$ cat src/rtl/audio_tone_sequencer_pkg.sv
// Shared types and constants for the tone sequencer slice.
package audio_pkg;

  localparam int unsigned INDEX_W            = 8;
  localparam int unsigned SAMPLE_W           = 8;
  localparam int unsigned DEFAULT_SAMPLE_DIV = 4;

  typedef enum logic [1:0] {
    IDLE = 2'd0,
    RUN  = 2'd1,
    DONE = 2'd2
  } state_t;

endpackage

$ cat src/rtl/audio_tone_sequencer_tick.sv
// Periodic sample-tick generator; counter parks at 0 while disabled so the
// first enabled cycle ticks immediately.
module sample_tick_gen
  import audio_pkg::*;
#(
  parameter int unsigned SAMPLE_DIV = DEFAULT_SAMPLE_DIV
) (
  input  logic clk,
  input  logic rst_n,
  input  logic enable,
  output logic tick
);

  localparam int unsigned CNT_W = $clog2(SAMPLE_DIV);

  logic [CNT_W-1:0] cnt;

  assign tick = enable && (cnt == '0);

  always_ff @(posedge clk or negedge rst_n) begin
    if (!rst_n) begin
      cnt <= '0;
    end else if (!enable) begin
      cnt <= '0;
    end else if (tick) begin
      cnt <= CNT_W'(SAMPLE_DIV - 1);
    end else begin
      cnt <= cnt - 1'b1;
    end
  end

endmodule

$ cat src/rtl/audio_tone_sequencer.sv
// Plays one note: phase accumulator addresses an external waveform table,
// samples are handed to a valid/ready sink, and a length counter ends the note.
module audio_tone_sequencer
  import audio_pkg::*;
#(
  parameter int unsigned SAMPLE_DIV = DEFAULT_SAMPLE_DIV,
  parameter int unsigned PHASE_W    = 16,
  parameter int unsigned LEN_W      = 16
) (
  input  logic                clk,
  input  logic                rst_n,
  input  logic                start,
  input  logic                stop,
  input  logic [PHASE_W-1:0]  tune_word,
  input  logic [LEN_W-1:0]    note_len,
  output logic [INDEX_W-1:0]  index,
  input  logic [SAMPLE_W-1:0] table_data,
  output logic [SAMPLE_W-1:0] sample_out,
  output logic                sample_valid,
  input  logic                sample_ready,
  output logic                busy,
  output logic                done,
  output logic                overrun
);

  state_t             state;
  logic [PHASE_W-1:0] phase;
  logic [PHASE_W-1:0] tune_q;
  logic [LEN_W-1:0]   remaining;
  logic               run_en;
  logic               tick;
  logic               handshake;

  assign run_en    = (state == RUN);
  assign handshake = sample_valid && sample_ready;
  assign index     = phase[PHASE_W-1 -: INDEX_W];
  assign busy      = (state == RUN);
  assign done      = (state == DONE);

  sample_tick_gen #(
    .SAMPLE_DIV(SAMPLE_DIV)
  ) u_tick (
    .clk    (clk),
    .rst_n  (rst_n),
    .enable (run_en),
    .tick   (tick)
  );

  always_ff @(posedge clk or negedge rst_n) begin
    if (!rst_n) begin
      state        <= IDLE;
      phase        <= '0;
      tune_q       <= '0;
      remaining    <= '0;
      sample_out   <= '0;
      sample_valid <= 1'b0;
      overrun      <= 1'b0;
    end else begin
      case (state)
        IDLE: begin
          if (start && !stop) begin
            tune_q       <= tune_word;
            remaining    <= note_len;
            phase        <= '0;
            overrun      <= 1'b0;
            sample_valid <= 1'b0;
            state        <= (note_len == '0) ? DONE : RUN;
          end else if (handshake) begin
            sample_valid <= 1'b0;
          end
        end
        RUN: begin
          if (stop) begin
            // Abort drops any capture this cycle and freezes the phase.
            state        <= IDLE;
            sample_valid <= 1'b0;
          end else begin
            if (tick) begin
              sample_out   <= table_data;
              sample_valid <= 1'b1;
              phase        <= phase + tune_q;
              remaining    <= remaining - 1'b1;
              if (sample_valid && !sample_ready) overrun <= 1'b1;
            end else if (handshake) begin
              sample_valid <= 1'b0;
            end
            // Final tick has already emptied the counter; SAMPLE_DIV>=2 keeps
            // this cycle tick-free.
            if (remaining == '0) state <= DONE;
          end
        end
        DONE: begin
          state <= IDLE;
          if (handshake) sample_valid <= 1'b0;
        end
        default: state <= IDLE;
      endcase
    end
  end

endmodule

$ cat config.mk
export PLATFORM = sky130hd
export DESIGN_NAME = audio_tone_sequencer
export DESIGN_NICKNAME = d
export VERILOG_FILES = /design/src/rtl/audio_tone_sequencer_pkg.sv /design/src/rtl/audio_tone_sequencer_tick.sv /design/src/rtl/audio_tone_sequencer.sv
export SDC_FILE = /design/constraint.sdc
export NUM_CORES = 1
export LEC_CHECK = 0
export ABC_AREA = 1
export BUFFER_PORTS_ARGS = -buffer_cell sky130_fd_sc_hd__buf_4
export CAP_MARGIN = 20
export CORE_ASPECT_RATIO = 1.25
export CORE_MARGIN = 1.5
export CORE_UTILIZATION = 31
export CTS_CLUSTER_SIZE = 40
export DETAILED_ROUTE_END_ITERATION = 10
export HOLD_SLACK_MARGIN = 0.05
export PLACE_DENSITY = 0.53
export SLEW_MARGIN = 20
export SYNTH_ARGS = -nofsm -noshare
export SYNTH_HDL_FRONTEND = slang
export SYNTH_SLANG_ARGS = --single-unit
$ cat constraint.sdc
create_clock -name clk -period 4.55 [get_ports clk]
set_input_delay 0.455 -clock clk [delete_from_list [all_inputs] [get_ports clk]]
set_output_delay 0.455 -clock clk [all_outputs]
set_load 0.05 [all_outputs]
* Word-level counts from Yosys, hierarchy flattened *
Index checks and enable logic that the tools add are counted.

operators by class
  add/subtract/negate cells = 3
  multiply operators = 0
  div/mod/pow operators = 0
  order comparisons = 0
  eq/ne operators = 7
  shifts and indexed selects = 0
  multiplexer cells = 25
  bitwise operators = 1
  reductions and logical operators = 17

operators by type and width
  operator               number
  $mux 16                6
  $pmux 16 s2            2
  $logic_not 16->1       2
  $add 16x16->16         1
  $sub 16x1->16 const B  1
  $mux 2                 6
  $mux 1                 8
  $ne 2x2->1 const B     4
  $reduce_and 5->1       1
  $logic_and 1x1->1      4
  $logic_not 2->1        2
  $pmux 2 s2             1
  $reduce_and 2->1       2
  $reduce_and 4->1       1
  $ne 3x3->1 const B     1
  $pmux 1 s3             1
  $reduce_and 3->1       1
  $reduce_bool 3->1      1
  $eq 2x1->1 const B     1
  $eq 2x2->1 const B     1
  $logic_not 1->1        2
  $pmux 1 s2             1
  $reduce_bool 2->1      1
  $sub 2x1->2 const B    1
  $not 1->1              1

storage, ports and cells
  register bits = 62
  latch bits = 0
  bits in writable memories = 0
  memory bits (read-only) = 0
  input port bits = 45
  output and inout port bits = 20
  memories kept = 0

* Depth between registers and ports, before layout *
  depth in word-level cells = 6
  gate-level depth with buffers = 11

* Hierarchy *
From an unflattened synthesis, not the netlist that was laid out.

unflattened totals
  cell total of the unflattened synthesis = 569
  area total of the unflattened synthesis = 3993.8 um^2

modules (own cells, without submodules)
  module                instances  cells each  area an instance (um^2)
  audio_tone_sequencer  1          558         3896.2
  sample_tick_gen       1          11          97.6

* Worst setup path before layout *
No wires, ideal clock.

  kind = register to register
  start = register state[1]
  end = register remaining[5]
  library setup time = 130 ps
  arrival = 1973 ps
  data required time = 4420 ps
  setup slack = 2447 ps
  cell stages (with the launch flop) = 11
  period minus slack after synthesis = 2103 ps
  path through = dfrtp_1 inv_1 ha_1 inv_2 nor2_4 nand2_4 o21ai_2 nand2_2 buf_2 o211ai_1 nand3_1

on the way
  word-level cells in the longest chain between the ends = 4
  elaborated cells on any way between the ends = 9
  those cells by class = 4 x eq/ne; 1 x mux; 4 x reduce/logical

ends and longest elaborated chain
  item                               line                             source
  from (decl)                        audio_tone_sequencer.sv:26       state_t state;
  from (signal assigned)             audio_tone_sequencer.sv:67       state <= (note_len == '0) ? DONE : RUN;
  $eq 2x1->1 (*)                     --
  via busy                           audio_tone_sequencer.sv:21       output logic busy,
  $logic_and 1x1->1                  audio_tone_sequencer_tick.sv:18  assign tick = enable && (cnt == '0);
  $ne 2x2->1 (no source line)        --
  $reduce_and 4->1 (no source line)  --
  to (signal assigned)               audio_tone_sequencer.sv:63       remaining <= note_len;
  to (signal assigned)               audio_tone_sequencer.sv:82       remaining <= remaining - 1'b1;
  to (decl)                          audio_tone_sequencer.sv:29       logic [LEN_W-1:0] remaining;

Mark *: on every way through the listed nets, which the timed path passes. The rest lies on a longest branch.
A chain may end at the register's enable or synchronous reset.

* Worst setup path after layout *
  start = register state[1]
  end = register remaining[10]

on the way
  word-level cells in the longest chain between the ends = 4
  elaborated cells on any way between the ends = 9
  those cells by class = 4 x eq/ne; 1 x mux; 4 x reduce/logical

ends and longest elaborated chain
  item                               line
  $eq 2x1->1                         audio_tone_sequencer.sv:34, audio_tone_sequencer.sv:59
  $logic_and 1x1->1                  audio_tone_sequencer_tick.sv:18
  $ne 2x2->1 (no source line)        --
  $reduce_and 4->1 (no source line)  --

Parallel ways exist; a longest one is shown, timed or not.

==> results.py <==
metrics = {
    "run_status": {
        "result_of_the_run": "completed",
    },
    "cts": {
        "cts.root.buffer_cell": "clkbuf_16",
        "clkSlewWorstSetupHoldPaths_ps": 60,
        "clock_insertion_delay_at_the_later_pin_of_the_skew_report_ps": 330,
        "cts_tree": "done",
        "cts.repair.resized": 0,
        "cts_num_sinks": 62,
        "cts_setup_buffers": 0,
        "clock_tree.htree_level_count": 3,
        "ctsLongestPathBuffers": 2,
        "number_of_buffers_inserted_during_clock_tree_synthesis": 9,
        "ctsHoldBuffers": 0,
    },
    "detailed_routing": {
        "drt_first_iter_violations": 193,
        "drc_errors": 0,
        "via_count": 3610,
        "drt_first_pass_iters": 4,
        "postRouteAntennaNets": 0,
        "drt_wl_total_um": 10090,
        "wl_per_cell_um": 12.95,
        "vias_per_cell": 4.634,
    },
    "sta": {
        "clock_skew_ps": 7.298,
        "rsz_0062_raised_after_global_routing": "no",
        "final_setup_violation_count": 0,
        "finalWorstPathRequiredPeriod_ps": 2826,
        "slew_headroom": 0.4379,
        "post-route-period-util": 0.6210,
        "worstMarginPinSlew_ps": 843.1,
        "fmax_mhz": 353.9,
        "final_count_of_hold_timing_violations": 0,
        "setup-tns-final_ps": 0,
        "slew_violations": 0,
        "holdWs_ps": 214.7,
    },
    "worst_setup_path": {
        "worst_ep_required_time_ps": 4790,
        "ff2ff_path_depth": 10,
        "worst_path_dominant_cell_family": "simple AND/OR/NAND/NOR gates",
        "critical_path.max_stage_delay_ps": 640,
        "timing.critical_path.buf_inv": 3,
        "critical_path.max_fanout": 31,
        "critical_path_depth": 10,
        "worst_path_cell_with_the_longest_stage_delay": "nor2_4",
        "flop2flop_setup_slack_ps": 1720,
        "worstSetupPathType": "reg2reg",
        "crit_chain": "inv_1 > ha_1 > inv_2 > nor2_4 > nand2_4 > o21ai_2 > nand2_2 > nor2_4 > inv_2 > o21ai_0",
        "setup.worst_path.end_class": "flip-flop",
        "start_kind": "flip-flop",
        "critical_path_arrival_ps": 3070,
    },
    "layout": {
        "finalInstanceArea_sq_mm": 0.004820,
        "drive_gt1_frac": 0.1496,
        "fillers": 1349,
        "num_antenna_cells": 0,
        "area.growth.synth_to_final_pct": 22.75,
        "sequential_cell_area_sq_mm": 0.001551,
        "fin_nets": 678,
        "multi_input_gate_area_sq_mm": 0.001982,
    },
    "global_routing": {
        "grt_max_degree": 63,
        "global_route_wire_length_before_repair_um": 17330,
        "global_route.overflow_total": 0,
        "globalRouteTotalUtil": 0.1625,
        "grt_antenna_before_repair": 0,
        "grt_pass1_vias": 3784,
    },
    "worst_hold_path": {
        "hold_class": "in2async",
    },
    "floorplan": {
        "die_width_um": 103.7,
        "die_area_sq_mm": 0.01335,
        "design.portCount": 65,
        "std_cell_rows": 45,
        "floorplan.initialDensity": 0.3199,
        "floorplan.core_area_sq_mm": 0.01227,
        "die_h_um": 128.8,
    },
    "run": {
        "max_cap_violations": 0,
    },
    "yosys": {
        "synth_flop_type": "dfrtp_1",
        "library_cells_used_by_synthesis": 31,
        "summed_instance_area_of_the_synthesized_netlist_sq_mm": 0.003926,
        "yosys_register_bits": 62,
        "synth_sequential_area_ratio": 0.3952,
        "yosysWarningCount": 0,
        "syn_area_per_cell_sq_um": 7.139,
        "async_flop_share": 1.000,
        "syn-instance-count": 550,
        "number_of_flops_mapped_to_enable_cells_by_yosys": 0,
        "syn-num-nets": 618,
    },
    "place": {
        "globalplace.congestion": 0.8271,
        "numPortBuffers": 64,
        "hpwl_um": 7442,
        "dpl_cell_area_sq_mm": 0.004504,
    },
    "pwr": {
        "switchingPower_mw": 1.479,
        "leak_nw": 2.633,
        "ir_drop_v": 0.0003887,
        "power.clock.fraction": 0.224,
        "swShare": 0.4539,
        "p_comb_frac": 0.489,
        "power_report.internal_total_mw": 1.780,
        "p_seq_frac": 0.287,
        "powerDensity_mw_per_mm2": 676.3,
    },
}
==> logic make-up after synthesis <==
family | share of synthesized area
AO/OA/AOI/OAI | 0.07553
XOR/XNOR | 0.02008
adder cells (fa/ha/maj) | 0.07521
buffers and inverters | 0.1001
flip-flops | 0.3952
AND/OR/NAND/NOR | 0.3340
==> path summary, 6_finish.rpt <==
kind / from / to
max: state[1] / remaining[10]
min: rst_n / tune_q[8]
max reg2reg: state[1] / remaining[10]
min reg2reg: u_tick.cnt[0] / u_tick.cnt[0]
max in group asynchronous: rst_n / phase[4]
min in group clk: table_data[2] / sample_out[2]
==> cells in the mapped netlist (3+ instances only) <==
master,number,area (sq um)
nand2_1,221,829.6
inv_1,72,270.3
dfrtp_1,62,1551
nand3_1,35,175.2
nor2_1,35,131.4
ha_1,22,275.3
a21oi_1,14,70.07
o21ai_0,12,60.06
a22oi_1,9,67.56
buf_4,9,67.56
xor2_1,7,61.31
nor3_1,6,30.03
o21ai_1,6,30.03
buf_2,5,25.02
nand3b_1,5,37.54
nand4_1,5,31.28
o211ai_1,4,30.03
nor2_4,3,33.78
or2_2,3,18.77
==> power by group through the flow <==
stage	logic [mW]	registers, mW	clock network (mW)
3_3_place_gp	1.57	0.939	0
3_5_place_dp	1.61	0.940	0
5_1_grt	1.82	0.967	0.772
4_1_cts	1.62	0.938	0.751
6_report	1.59	0.936	0.730
2_1_floorplan	1.11	1.04	0
==> sequential cells by signal, indices dropped and copies added (netlist names) <==
register and count:
remaining 16, overrun 1, sample_out 8, u_tick.cnt 2, sample_valid 1, state 2
tune_q 16, phase 16
==> layout by cell type, fill, tap and decap left out, types with 2 or more instances in the layout <==
cell | Yosys | layout
ha_1 | 22 | 22
xor2_1 | 7 | 7
nor2_1 | 35 | 35
o21ai_0 | 12 | 12
a22oi_1 | 9 | 9
dfrtp_1 | 62 | 62
buf_4 | 9 | 65
bufinv_16 | 0 | 2
inv_2 | 2 | 2
nor3_1 | 6 | 6
o21ai_1 | 6 | 6
nor2_4 | 3 | 3
clkinv_2 | 0 | 2
clkbuf_16 | 0 | 9
a21oi_1 | 14 | 14
nand3b_1 | 5 | 5
nand3_1 | 35 | 35
o211ai_1 | 4 | 4
nand2_1 | 221 | 221
or2_2 | 3 | 3
xnor2_1 | 2 | 2
nand4_1 | 5 | 5
inv_1 | 72 | 72
==> per-stage QoR <==
step	power, mW	setup slack, ps	instances	util
floorplan	2.148	2447	550	-
global placement	2.513	1854	763	0.3670
detailed placement	2.547	1709	763	0.3670
CTS	3.307	1636	779	0.3927
global route	3.558	1427	779	0.3927
finish	3.259	1724	779	0.3927
==> per-layer routing <==
layer	share of wire	up-vias	global-route usage
met5	0	-	0
met4	0.027	0	0.06536
met3	0.053	22	0.03901
met2	0.49	90	0.2941
met1	0.43	1661	0.1854
li1	-	1837	-
==> cell type report <==
| type | count | area share |
|---|---|---|
| tap | 164 | 0.04258 |
| multi-input combinational | 398 | 0.4112 |
| sequential | 62 | 0.3219 |
| inverter | 74 | 0.05763 |
| timing repair buffer | 65 | 0.1012 |
| clock buffer | 10 | 0.04751 |
| clock inverter | 6 | 0.01791 |
Power figures use the tool's default switching activity.
